<file path="src/rtl/skinny_round_ctrl_if.sv">
// Handshake/status bundle between the SKINNY round sequencer and its user.
// The master drives start (and abort when SKINNY_CTRL_ABORT_EN is defined);
// the slave is skinny_round_ctrl.
interface skinny_round_ctrl_if #(
    parameter int unsigned RCW = 6
) ();
    logic           start;
`ifdef SKINNY_CTRL_ABORT_EN
    logic           abort;
`endif
    logic           sel;
    logic           en_state;
    logic           en_key;
    logic           rand_en;
    logic [RCW-1:0] round_cnt;
    logic           last_round;
    logic           busy;
    logic           done;

`ifdef SKINNY_CTRL_ABORT_EN
    modport master (
        output start, abort,
        input  sel, en_state, en_key, rand_en, round_cnt, last_round, busy, done
    );
    modport slave (
        input  start, abort,
        output sel, en_state, en_key, rand_en, round_cnt, last_round, busy, done
    );
`else
    modport master (
        output start,
        input  sel, en_state, en_key, rand_en, round_cnt, last_round, busy, done
    );
    modport slave (
        input  start,
        output sel, en_state, en_key, rand_en, round_cnt, last_round, busy, done
    );
`endif
endinterface

</file>
<file path="src/rtl/skinny_round_ctrl.sv">
// Round sequencer for the masked SKINNY core: drives the bank select and capture
// enables of the state/tweakey flip-flop banks, counting S-box pipeline stages per
// round and rounds per encryption. All outputs are registered.
// Optional feature macro: SKINNY_CTRL_ABORT_EN (adds bus.abort to cancel a run).
module skinny_round_ctrl #(
    parameter int unsigned NR_ROUNDS = 40,
    parameter int unsigned STAGES    = 3,
    parameter int unsigned RCW       = 6
) (
    input  logic               clk,
    input  logic               rst_n,
    skinny_round_ctrl_if.slave bus
);

    typedef enum logic [1:0] {StIdle, StLoad, StRound, StDone} state_e;

    localparam int unsigned    SCW       = (STAGES > 1) ? $clog2(STAGES) : 1;
    localparam logic [SCW-1:0] StageLast = SCW'(STAGES - 1);
    localparam logic [RCW-1:0] RoundLast = RCW'(NR_ROUNDS - 1);
    // With a single stage per round every ROUND cycle is a capture cycle.
    localparam logic           EnAtWrap  = (STAGES == 1);
    localparam logic           OneRound  = (NR_ROUNDS == 1);

    state_e         state_q;
    logic [SCW-1:0] stage_q;
    logic [RCW-1:0] round_q;
    logic           sel_q;
    logic           en_q;
    logic           rand_q;
    logic           last_q;
    logic           busy_q;
    logic           done_q;

    logic           stage_end;
    logic           round_end;
    logic [SCW-1:0] stage_inc;
    logic [RCW-1:0] round_inc;
    logic           abort_hit;

    assign stage_end = (stage_q == StageLast);
    assign round_end = (round_q == RoundLast);
    assign stage_inc = stage_q + SCW'(1);
    assign round_inc = round_q + RCW'(1);

`ifdef SKINNY_CTRL_ABORT_EN
    // Abort only matters while an encryption is in flight.
    assign abort_hit = bus.abort && ((state_q == StLoad) || (state_q == StRound));
`else
    assign abort_hit = 1'b0;
`endif

    // FSM, counters and registered outputs; outputs are loaded for the state being entered.
    always_ff @(posedge clk or negedge rst_n) begin
        if (!rst_n) begin
            state_q <= StIdle;
            stage_q <= '0;
            round_q <= '0;
            sel_q   <= 1'b0;
            en_q    <= 1'b0;
            rand_q  <= 1'b0;
            last_q  <= 1'b0;
            busy_q  <= 1'b0;
            done_q  <= 1'b0;
        end else begin
            // Idle-style outputs unless the branch below enters LOAD/ROUND/DONE.
            sel_q  <= 1'b0;
            en_q   <= 1'b0;
            rand_q <= 1'b0;
            last_q <= 1'b0;
            busy_q <= 1'b0;
            done_q <= 1'b0;
            if (abort_hit) begin
                state_q <= StIdle;
                stage_q <= '0;
                round_q <= '0;
            end else begin
                unique case (state_q)
                    StIdle: begin
                        if (bus.start) begin
                            state_q <= StLoad;
                            en_q    <= 1'b1;
                            busy_q  <= 1'b1;
                        end
                    end
                    StLoad: begin
                        state_q <= StRound;
                        stage_q <= '0;
                        round_q <= '0;
                        sel_q   <= 1'b1;
                        rand_q  <= 1'b1;
                        busy_q  <= 1'b1;
                        en_q    <= EnAtWrap;
                        last_q  <= OneRound;
                    end
                    StRound: begin
                        if (stage_end) begin
                            stage_q <= '0;
                            if (round_end) begin
                                state_q <= StDone;
                                round_q <= '0;
                                done_q  <= 1'b1;
                            end else begin
                                round_q <= round_inc;
                                sel_q   <= 1'b1;
                                rand_q  <= 1'b1;
                                busy_q  <= 1'b1;
                                en_q    <= EnAtWrap;
                                last_q  <= (round_inc == RoundLast);
                            end
                        end else begin
                            stage_q <= stage_inc;
                            sel_q   <= 1'b1;
                            rand_q  <= 1'b1;
                            busy_q  <= 1'b1;
                            en_q    <= (stage_inc == StageLast);
                            last_q  <= round_end;
                        end
                    end
                    StDone: begin
                        state_q <= StIdle;
                    end
                    default: begin
                        state_q <= StIdle;
                    end
                endcase
            end
        end
    end

    assign bus.sel        = sel_q;
    assign bus.en_state   = en_q;
    assign bus.en_key     = en_q;
    assign bus.rand_en    = rand_q;
    assign bus.round_cnt  = round_q;
    assign bus.last_round = last_q;
    assign bus.busy       = busy_q;
    assign bus.done       = done_q;

endmodule

</file>
<file path="src/flat_wrapper.sv">
// flat-port wrapper written by rule: the top's interface ports become plain ports
module skinny_round_ctrl_flat 
#(
    parameter int unsigned NR_ROUNDS = 40,
    parameter int unsigned STAGES    = 3,
    parameter int unsigned RCW       = 6
)
  (clk, rst_n, bus_start, bus_sel, bus_en_state, bus_en_key, bus_rand_en, bus_round_cnt, bus_last_round, bus_busy, bus_done);
  skinny_round_ctrl_if #(.RCW(RCW)) bus_i ();
  input  logic clk;
  input  logic rst_n;
  input wire logic [$bits(bus_i.start)-1:0] bus_start;
  output wire logic [$bits(bus_i.sel)-1:0] bus_sel;
  output wire logic [$bits(bus_i.en_state)-1:0] bus_en_state;
  output wire logic [$bits(bus_i.en_key)-1:0] bus_en_key;
  output wire logic [$bits(bus_i.rand_en)-1:0] bus_rand_en;
  output wire logic [$bits(bus_i.round_cnt)-1:0] bus_round_cnt;
  output wire logic [$bits(bus_i.last_round)-1:0] bus_last_round;
  output wire logic [$bits(bus_i.busy)-1:0] bus_busy;
  output wire logic [$bits(bus_i.done)-1:0] bus_done;
  assign bus_i.start = bus_start;
  assign bus_sel = bus_i.sel;
  assign bus_en_state = bus_i.en_state;
  assign bus_en_key = bus_i.en_key;
  assign bus_rand_en = bus_i.rand_en;
  assign bus_round_cnt = bus_i.round_cnt;
  assign bus_last_round = bus_i.last_round;
  assign bus_busy = bus_i.busy;
  assign bus_done = bus_i.done;
  skinny_round_ctrl #(.NR_ROUNDS(NR_ROUNDS), .STAGES(STAGES), .RCW(RCW)) u_core (.clk(clk), .rst_n(rst_n), .bus(bus_i));
endmodule
</file>
<file path="config.mk">
export PLATFORM = sky130hd
export DESIGN_NAME = skinny_round_ctrl_flat
export DESIGN_NICKNAME = d
export VERILOG_FILES = /design/src/rtl/skinny_round_ctrl_if.sv /design/src/rtl/skinny_round_ctrl.sv /design/src/flat_wrapper.sv
export SDC_FILE = /design/constraint.sdc
export NUM_CORES = 1
export LEC_CHECK = 0
export ABC_AREA = 1
export CAP_MARGIN = 20
export CORE_ASPECT_RATIO = 0.9
export CORE_MARGIN = 1.5
export CORE_UTILIZATION = 40
export DETAILED_ROUTE_END_ITERATION = 7
export MAX_ROUTING_LAYER = met4
export PLACE_DENSITY = 0.68
export REMOVE_ABC_BUFFERS = 1
export SETUP_SLACK_MARGIN = 0.2
export SYNTH_ARGS = -nofsm -noshare
export SYNTH_HDL_FRONTEND = slang
export SYNTH_SLANG_ARGS = --single-unit
</file>
<file path="constraint.sdc">
create_clock -name clk -period 1.34 [get_ports clk]
set_input_delay 0.201 -clock clk [delete_from_list [all_inputs] [get_ports clk]]
set_output_delay 0.201 -clock clk [all_outputs]
set_load 0.02 [all_outputs]
</file>
---- After elaboration in Yosys (flattened, before gate mapping) ----
Cells that the tools add are included.
word-level totals
  register bits ........................... 15
  input bits .............................. 3
  word-level logic and storage cells ...... 46
cells by class
  add/sub/neg operators ................... 2
  muxes and demuxes ....................... 22
  equality and inequality tests ........... 10
  reductions and logical operators ........ 4
operators by type and width
  operator               count
  $eq A6 B6 Y1 const B   2
  $mux W6                2
  $pmux W6 S2            1
  $mux W1                10
  $eq A2 B2 Y1 const B   4
  $mux W2                4
  $pmux W2 S4            1
  $add A6 B1 Y6 const B  1
  $ne A2 B1 Y1 const B   2
  $pmux W1 S2            2
  $pmux W2 S2            1
  $pmux W1 S3            1
  $reduce_and A3 Y1      1
  $add A2 B1 Y2 const B  1
  $eq A2 B1 Y1 const B   1
  $logic_not A2 Y1       1
  $ne A2 B2 Y1 const B   1
  $reduce_and A2 Y1      1
  $reduce_bool A2 Y1     1

---- Logic depth before layout (Yosys ltp) ----
  word-level depth ........................ 5
  mapped depth ............................ 9
  gate-level depth less buffers ........... 9

---- Worst setup path after synthesis ----
No wires, ideal clock.
  path type ............................... reg-to-reg
  start ................................... reg u_core.round_q[1] (netlist: u_core.bus.round_cnt[1])
  end ..................................... reg u_core.state_q[1]
  arrival ................................. 1266 ps
  path buffers ............................ 0
  library setup time ...................... 117 ps
  slack ................................... -43 ps
  cell stages (with the launch flop) ...... 9
  cell sequence ........................... dfrtp_1 ha_1 nand2_2 nor2_4 nand3_2 nand2_2 nand2_2 nand2_1 nand2_1
between the ends
  longest elaborated chain between the ends .. 3
RTL lines
  element                      line                      text
  start: declaration           skinny_round_ctrl.sv:26   logic [RCW-1:0] round_q;
  start signal: assignment     skinny_round_ctrl.sv:103  round_q <= round_inc;
  $eq A6 B6 Y1                 skinny_round_ctrl.sv:41   assign round_end = (round_q == RoundLast);
  $ne A2 B1 Y1 (no line)       n/a
  $reduce_and A3 Y1 (no line)  n/a
  end signal: assignment       skinny_round_ctrl.sv:55   state_q <= StIdle;
  end signal: assignment       skinny_round_ctrl.sv:73   state_q <= StIdle;
  end signal: assignment       skinny_round_ctrl.sv:80   state_q <= StLoad;
  end: declaration             skinny_round_ctrl.sv:24   state_e state_q;
No other way between the ends.
A chain may end at the register's enable or synchronous reset.

---- Worst setup path after layout ----
  start ................................... reg u_core.round_q[0] (netlist: u_core.bus.round_cnt[0])
  end ..................................... reg u_core.state_q[1]
Same word-level chain as after synthesis.

==> flow_metrics.env <==
export IMPL_hold_class="primary input to async pin"
export IMPL_netlist_area_um2=841
export IMPL_grt_start_max_net_pins=16
export IMPL_syn_inst=100
export IMPL_rsz0062_at_grt="true"
export IMPL_run_status="complete, no violations"
export IMPL_routed_wl_um=2170
export IMPL_die_area_um2=2390
export IMPL_synth_cell_types=22
export IMPL_cp_top_family="simple AND/OR/NAND/NOR gates"
export IMPL_regToRegSetupSlack_ns=0.09
export IMPL_cts_buffers=3
export IMPL_area_delta_synth_final_pct=53.6
export IMPL_dr_pass1_iters=2
export IMPL_crit_type="register to register"
export IMPL_diodes=0
export IMPL_hold_viol=0
export IMPL_syn_avg_cell_area_um2=8.41
export IMPL_grt_usage=0.193
export IMPL_ys_flop_type="dfrtp_1"
export IMPL_drc=0
export IMPL_rows=15
export IMPL_crit_path_cell_trace="ha_4, nand2_4, nor2_4, nand3_2, nand2_4, nand2_2, nand2_1, nand2_1"
export IMPL_postCtsHoldBufs=0
export IMPL_drt_initial_drc_count=4
export IMPL_synth_top_area_frac=0.446
export IMPL_synth_area_top_cells="dfrtp_1 45%, ha_1 8.9%, nand2_1 8.5%, inv_1 7.6%, nand2_2 4.5%"
export IMPL_core_area_um2=1950
export IMPL_worstMarginPinSlew_ns=0.210
export IMPL_placedCellCount=146
export IMPL_crit_slowest_cell="dfrtp_1"
export IMPL_htree_num_levels=1
export IMPL_avgViaCountPerCell=4.92
export IMPL_dr_total_vias=797
export IMPL_critPathBufInv=0
export IMPL_clock_root_buffer="clkbuf_4"
export IMPL_ir_drop_v=0.000371
export IMPL_r2r_end="u_core.state_q[1]$_DFFE_PN0P_"
export IMPL_powerDensity_nw_per_um2=577
export IMPL_antenna_found_initial=0
export IMPL_dpl_hpwl_um=1300
export IMPL_cp_max_fo=4
export IMPL_ys_top_cells_by_count="19 x nand2_1, 17 x inv_1, 15 x dfrtp_1"
export IMPL_startpoint_type="register"
export IMPL_io_pins=16
export IMPL_period_share=0.932
export IMPL_die_h_um=46.5
export IMPL_cp_required_ns=1.53
export IMPL_synth_edff_count=0
export IMPL_synth_top_area_cell="dfrtp_1"
export IMPL_numPortBuffers=15
export IMPL_fmax_ghz=0.800
export IMPL_drive_gt1_frac=0.540
export IMPL_crit_cells=8
export IMPL_maxSlewViolCount=0
export IMPL_slew_headroom=0.859
export IMPL_fin_crit_ns=1.25
export IMPL_place_congestion=0.823
export IMPL_grt_pass1_vias=727
export IMPL_end_kind="register"
export IMPL_synth_most_common_cell="nand2_1"
export IMPL_final_nets=147
export IMPL_critPathMaxStageDelay_ns=0.43
export IMPL_maxCapViolCount=0
export IMPL_wl_per_cell_um=13.4
export IMPL_ys_seq_area_frac=0.446
export IMPL_ys_seq_elements=15
export IMPL_stdcell_count=162
export IMPL_cp_arrival_ns=1.44
export IMPL_clk_latency_ns=0.29
export IMPL_start_util=0.431
export IMPL_r2r_cells=8
export IMPL_finalClockSkew_ns=0.00111
export IMPL_yosys_warnings=0
export IMPL_timing_rr_start="u_core.bus.round_cnt[0]$_DFFE_PN0P_"
export IMPL_grt_overflow_total=0
export IMPL_cts_tree="done"
export IMPL_endpoint="u_core.state_q[1]$_DFFE_PN0P_"
export IMPL_path_clk_slew_ns=0.09
export IMPL_dieWidth_um=51.3
export IMPL_p_leak_nw=0.608
export IMPL_setup_viol=0
export IMPL_async_reset_ff_frac=1.00
export IMPL_postRouteAntennaNets=0
export IMPL_cts_path_max_buffers=2
export IMPL_clock_sinks=15
export IMPL_critPathLaunch="u_core.bus.round_cnt[0]$_DFFE_PN0P_"
export IMPL_grt_pass1_wl_um=3150
export IMPL_fin_tns_setup_ns=0
[cells by family (layout without fill, tap and decap cells)]
kind of cell | count (synthesis) | in the layout | share of synthesized area
compound gates | 13 | 13 | 0.0982
xor+xnor | 1 | 1 | 0.0104
buf+inv | 21 | 58 | 0.103
flops | 15 | 15 | 0.446
fa+ha+maj | 6 | 6 | 0.0893
simple gates | 44 | 44 | 0.253
[cell type report]
class                           instances  area [um^2]
Tap cell                               25         31.3
Timing Repair Buffer                   35          264
Fill cell                             146          661
Clock buffer                            4         26.3
Sequential cell                        15          378
Multi-Input combinational cell         64          512
Inverter                               19         80.1
[flip-flops by register name, summed over array words and instances (netlist names)]
signal	cells
u_core.stage_q	2
u_core.bus.en_key	1
u_core.bus.done	1
u_core.bus.sel	1
u_core.bus.last_round	1
u_core.state_q	2
u_core.bus.busy	1
u_core.bus.round_cnt	6
[worst register-to-register path, cell delays in order, from the launching register on]
cell and delay (ns):
dfrtp_1 0.43, ha_4 0.18, nand2_4 0.06, nor2_4 0.11, nand3_2 0.10, nand2_4 0.10
nand2_2 0.07, nand2_1 0.06, nand2_1 0.05
[worst min-delay path by stage]
stage               slack [ns]                                   to  cells after the start                     startpoint
finish                    0.23             u_core.bus.sel$_DFF_PN0_                      2                          rst_n
global route              0.26  u_core.bus.round_cnt[2]$_DFFE_PN0P_                      2                          rst_n
CTS                       0.24             u_core.bus.sel$_DFF_PN0_                      2                          rst_n
detailed placement        0.54  u_core.bus.round_cnt[4]$_DFFE_PN0P_                      2                          rst_n
global placement          0.50        u_core.stage_q[1]$_DFFE_PN0N_                      2  u_core.stage_q[1]$_DFFE_PN0N_
floorplan                -0.09            u_core.bus.busy$_DFF_PN0_                      0                          rst_n
[what timing repair did]
item | CTS | global route
buffers inserted | 9 | 3
gates resized for setup | 58 | 37
pin swaps | 3 | 12
endpoints found under the setup margin | 27 | 26
gates cloned | 0 | 0
[cells in the final DEF (no fill, tap or decap), drive strengths merged]
cell	count
o21ai	6
ha	6
nand4	2
nand3	8
clkdlybuf4s15	1
a21oi	2
nor2	9
dfrtp	15
buf	28
o2111ai	1
nand2	25
inv	18
o22ai	3
clkdlybuf4s50	2
clkinv	1
clkbuf	8
xor2	1
o21bai	1
[power by group]
group          internal [mW]  total, mW  switching (mW)
sequential             0.452      0.452               0
clock                  0.116      0.275           0.159
combinational        0.00727     0.0175          0.0103
total                  0.575      0.745           0.170
[through the flow]
stage | util | area [um^2] | hold slack [ns] | setup slack (ns) | power [mW]
floorplan | - | 826 | -0.0946 | -0.0426 | 0.462
global placement | 0.547 | 1070 | 0.495 | 0.00439 | 0.479
detailed placement | 0.547 | 1070 | 0.538 | -0.0144 | 0.480
CTS | 0.633 | 1230 | 0.240 | 0.102 | 0.737
global route | 0.662 | 1290 | 0.262 | 0.0340 | 0.759
finish | 0.662 | 1290 | 0.226 | 0.0905 | 0.745
[per-layer routing]
metal	track usage	routed length (um)	up-vias
li1	-	-	394
met3	0.0390	75	5
met5	-	0	-
met2	0.325	1100	13
met1	0.229	961	385
met4	0.0789	33	0
No activity file was read; power rests on OpenSTA's default activity.
